`src/rtl/circuit_result_collector.sv`:
```
// circuit_result_collector: latency-tracked capture of circuit_4 {z,x} results into a show-ahead FIFO.
// Optional RC_DROP_CNT_EN adds a saturating 16-bit dropped-result counter port.
module circuit_result_collector #(
    parameter int DW    = 64,
    parameter int DEPTH = 4,
    parameter int LAT   = 2
) (
    input  logic                     Clk,
    input  logic                     Rst,
    input  logic                     launch,
    input  logic [DW/2-1:0]          z,
    input  logic [DW/2-1:0]          x,
    output logic                     out_valid,
    input  logic                     out_ready,
    output logic [DW-1:0]            out_data,
    output logic [$clog2(DEPTH):0]   count,
    output logic                     overflow
`ifdef RC_DROP_CNT_EN
    ,
    output logic [15:0]              drop_cnt
`endif
);
    localparam int AW = $clog2(DEPTH);
    localparam int CW = AW + 1;
    logic [LAT-1:0] lat_sr;
    logic [AW-1:0]  rd_ptr, wr_ptr;
    logic [DW-1:0]  mem [DEPTH];
    logic           push, pop, full, wr_en, drop;
    assign push      = lat_sr[LAT-1];
    assign out_valid = count != '0;
    assign out_data  = mem[rd_ptr];
    assign pop       = out_valid & out_ready;
    assign full      = count == CW'(DEPTH);
    // a full FIFO still accepts when the head leaves on the same edge
    assign wr_en     = push & (~full | pop);
    assign drop      = push & full & ~pop;
    always_ff @(posedge Clk or posedge Rst) begin
        if (Rst) begin
            lat_sr   <= '0;
            rd_ptr   <= '0;
            wr_ptr   <= '0;
            count    <= '0;
            overflow <= 1'b0;
        end else begin
            lat_sr[0] <= launch;
            for (int i = 1; i < LAT; i++) lat_sr[i] <= lat_sr[i-1];
            rd_ptr   <= pop ? rd_ptr + 1'b1 : rd_ptr;
            wr_ptr   <= wr_en ? wr_ptr + 1'b1 : wr_ptr;
            count    <= count + CW'(wr_en) - CW'(pop);
            overflow <= overflow | drop;
        end
    end
    always_ff @(posedge Clk) begin
        if (wr_en) mem[wr_ptr] <= {z, x};
    end
`ifdef RC_DROP_CNT_EN
    always_ff @(posedge Clk or posedge Rst) begin
        if (Rst) drop_cnt <= '0;
        else if (drop && drop_cnt != 16'hFFFF) drop_cnt <= drop_cnt + 16'd1;
    end
`endif
endmodule

```
`config.mk`:
```
export PLATFORM = sky130hd
export DESIGN_NAME = circuit_result_collector
export DESIGN_NICKNAME = d
export VERILOG_FILES = /design/src/rtl/circuit_result_collector.sv
export SDC_FILE = /design/constraint.sdc
export NUM_CORES = 1
export LEC_CHECK = 0
export ABC_AREA = 0
export CAP_MARGIN = 20
export CORE_ASPECT_RATIO = 1.75
export CORE_MARGIN = 2
export CORE_UTILIZATION = 51
export CTS_BUF_LIST = sky130_fd_sc_hd__clkbuf_4
export CTS_CLUSTER_SIZE = 28
export DETAILED_ROUTE_END_ITERATION = 10
export GPL_ROUTABILITY_DRIVEN = 0
export PLACE_DENSITY = 0.78
export SYNTH_ARGS = -nofsm -noshare
export SYNTH_HDL_FRONTEND = slang
export SYNTH_SLANG_ARGS = --single-unit
```
`constraint.sdc`:
```
create_clock -name Clk -period 2.78 [get_ports Clk]
set_input_delay 0.834 -clock Clk [delete_from_list [all_inputs] [get_ports Clk]]
set_output_delay 0.834 -clock Clk [all_outputs]
set_load 0.01 [all_outputs]
```
==> metrics.txt <==
outcome complete, but fails checks; violated checks setup timing; most numerous cell in the Yosys netlist edfxtp_1; leading area contributor after synthesis edfxtp_1; drt first pass iters 4; core area between 0.015 and 0.02 sq mm; MaxCap Viol Count 0; CTS clock-pin slew for the worst setup and hold paths approximately 0.070 ns; cell area after synthesis just under 0.01 sq mm; number of hold violations in the final report 0; Clock Tree Buf Depth 3; Leak roughly 4.3 nW; Tcrit/Tclk final 1.062; die area 0.02027 sq mm; CP dominant cell by count buf_6; first-pass GRT wire length 28710 um; power density cells 1042 mW/mm^2; # setup viols final 64; Tot Pwr ~13 mW; Initial Util 0.5221; total wire length around 18000 um; Hold/Removal Path Class reg -> reg; Rel. slew slack 0.7262; Worst EP required 1.95 ns; IO Pins about 140; f_max ~340 MHz; Post-layout nets between 600 and 700; Final Util 0.6674; total number of H-tree levels 2; synth top area cells edfxtp_1 (79%), mux4_2 (15%), dfrtp_1 (2.6%); dominant synthesized flop cell edfxtp_1; Worst VDD drop roughly 560 uV; pre-CTS setup slack -0.2687 ns; number of distinct library cells after synthesis 20; slowest CP cell dfrtp_4; Hold EP lat_sr[1]; R2R Setup Slk about 0.44 ns; layout cell share with drive strength beyond 1 0.4177; # rows 66; crit path capture type output pin; Die X-Extent approximately 110 um; placed wire-length estimate between 10000 and 15000 um; Die Height about 190 um; placed cell count around 760; DR iter-0 viols 205; Crit Reg-Reg Endpoint count[2]; worst hold stages 0; unrepaired setup endpoints after global routing yes; Ys Warns 0; root buf cell clkbuf_4; Worst Setup Path Type reg -> out; top post-synthesis cells by count edfxtp_1 (256), mux4_2 (64), dfrtp_1 (10); worst r2r path cells 11; Final Skew around 0.028 ns; Critical Path, Cell by Cell buf_6, clkbuf_16, mux4_2, buf_6; initial antenna violation count 2; Buf+Inv Stages, Crit Path 3; max-slew violations 0; Post-synth EDFFs ~260; Synth Register Bits 266; antenna-violating nets left 0; fin crit period 2.952 ns; critical path fanouts, max 8; vias in the first global route between 5k and 6k; reg2reg start count[1]; actual slew at the worst max-slew pin a little over 0.4 ns; Clock Sink Count 266; Avg WL per Cell between 20 and 25 um; Worst EP arrival 2.12 ns; Total GRT Usage 0.1914; post-synthesis average cell area between 20 and 30 sq um; Synth async-reset ratio 0.03759; Hold Path Origin lat_sr[0]; Post-Synthesis Cells 374; grt ovf 0; Avg Vias per Cell about 5.3; Finished Layout Cells between 800 and 900; Post-route DRC 0; via count around 4.6k; Post-CTS Hold Fix Bufs 0; IO buf count about 140; CTS tree yes; Clk Latency, worst-skew pair about 0.64 ns; Seq/Total Area, Yosys 0.8146; max incr delay on CP around 0.52 ns; Net Count, Synth approximately 450; P&R area growth vs syn 27.82%; final worst slack -0.1720 ns; top cell type's share of synthesized area 0.7889; Worst path top cell family by delay flip-flops; largest net degree at the start of global routing 25; crit path launch type register; CTS Buf Count slightly below 60
[cell usage in the layout (no fill, tap or decap), drive strengths merged, types with 4 or more instances in the layout]
| master | synthesis | routed |
|---|---|---|
| edfxtp | 256 | 256 |
| inv | 7 | 8 |
| and2 | 4 | 4 |
| clkbuf | 1 | 89 |
| buf | 13 | 97 |
| mux4 | 64 | 64 |
| xnor2 | 4 | 4 |
| clkdlybuf4s50 | 0 | 71 |
| dfrtp | 10 | 10 |
| ha | 6 | 6 |
| clkinv | 0 | 13 |
[power by group]
group	switching, mW	total [mW]	internal (mW)
Clock	1.34	2.76	1.42
Sequential	0.262	5.54	5.28
Combinational	2.12	4.68	2.56
[per-stage QoR]
step | cell area [sq um] | hold slack (ns) | TNS, ns
after floorplan | 9749 | 0.3312 | 0
after global placement | 11710 | 0.3386 | -0.1165
after detailed placement | 11710 | 0.3523 | -0.3684
after CTS | 12500 | 0.3630 | -12.11
after global routing | 12460 | 0.3877 | -13.50
final | 12460 | 0.3605 | -6.564
[state kept, by name (all words and copies together) (netlist names)]
name	cells
wr_ptr	2
overflow	1
count	3
lat_sr	2
mem	256
rd_ptr	2
[routing by layer]
layer	global-route usage	part of all wire
met1	0.2001	0.35
met2	0.3548	0.58
met3	0.04042	0.045
met4	0.09024	0.027
met5	0	0.00081
[worst max path at each step]
stage | start | end | slack [ns] | cells after the start
final | rd_ptr[0] | out_data[47] | -0.17 | 4
after global routing | rd_ptr[0] | out_data[53] | -0.27 | 4
after global placement | out_ready | count[2] | -0.12 | 11
after CTS | rd_ptr[0] | out_data[53] | -0.25 | 4
after floorplan | out_ready | count[2] | 0.37 | 10
after detailed placement | out_ready | count[2] | -0.27 | 11
[what timing repair did]
action                                  CTS  global route
endpoints found under the setup margin   65            64
endpoints found under the hold margin     0             0
gates cloned                              4             1
gates resized for setup                 295            14
setup buffers                            10             5
[cell families (layout without fill, tap and decap cells)]
family,count (synthesis),after routing,synth area share
flip-flops,266,266,0.8146
multiplexers,65,65,0.1491
buffers and inverters,21,279,0.01348
AND/OR/NAND/NOR,8,8,0.006933
adder cells (fa/ha/maj),7,7,0.009758
XOR/XNOR,5,5,0.004494
AO/OA/AOI/OAI,2,2,0.001670
other,0,1,0
[area by class of cell]
type / instances / area [sq um]
Antenna cell: 1 / 2.502
Clock buffer: 87 / 653.1
Clock inverter: 14 / 55.05
Fill cell: 1263 / 6207
Inverter: 7 / 26.28
Multi-Input combinational cell: 87 / 1685
Sequential cell: 266 / 7948
Tap cell: 238 / 297.8
Timing Repair Buffer: 171 / 1788
No activity file was read; power rests on OpenSTA's default activity.
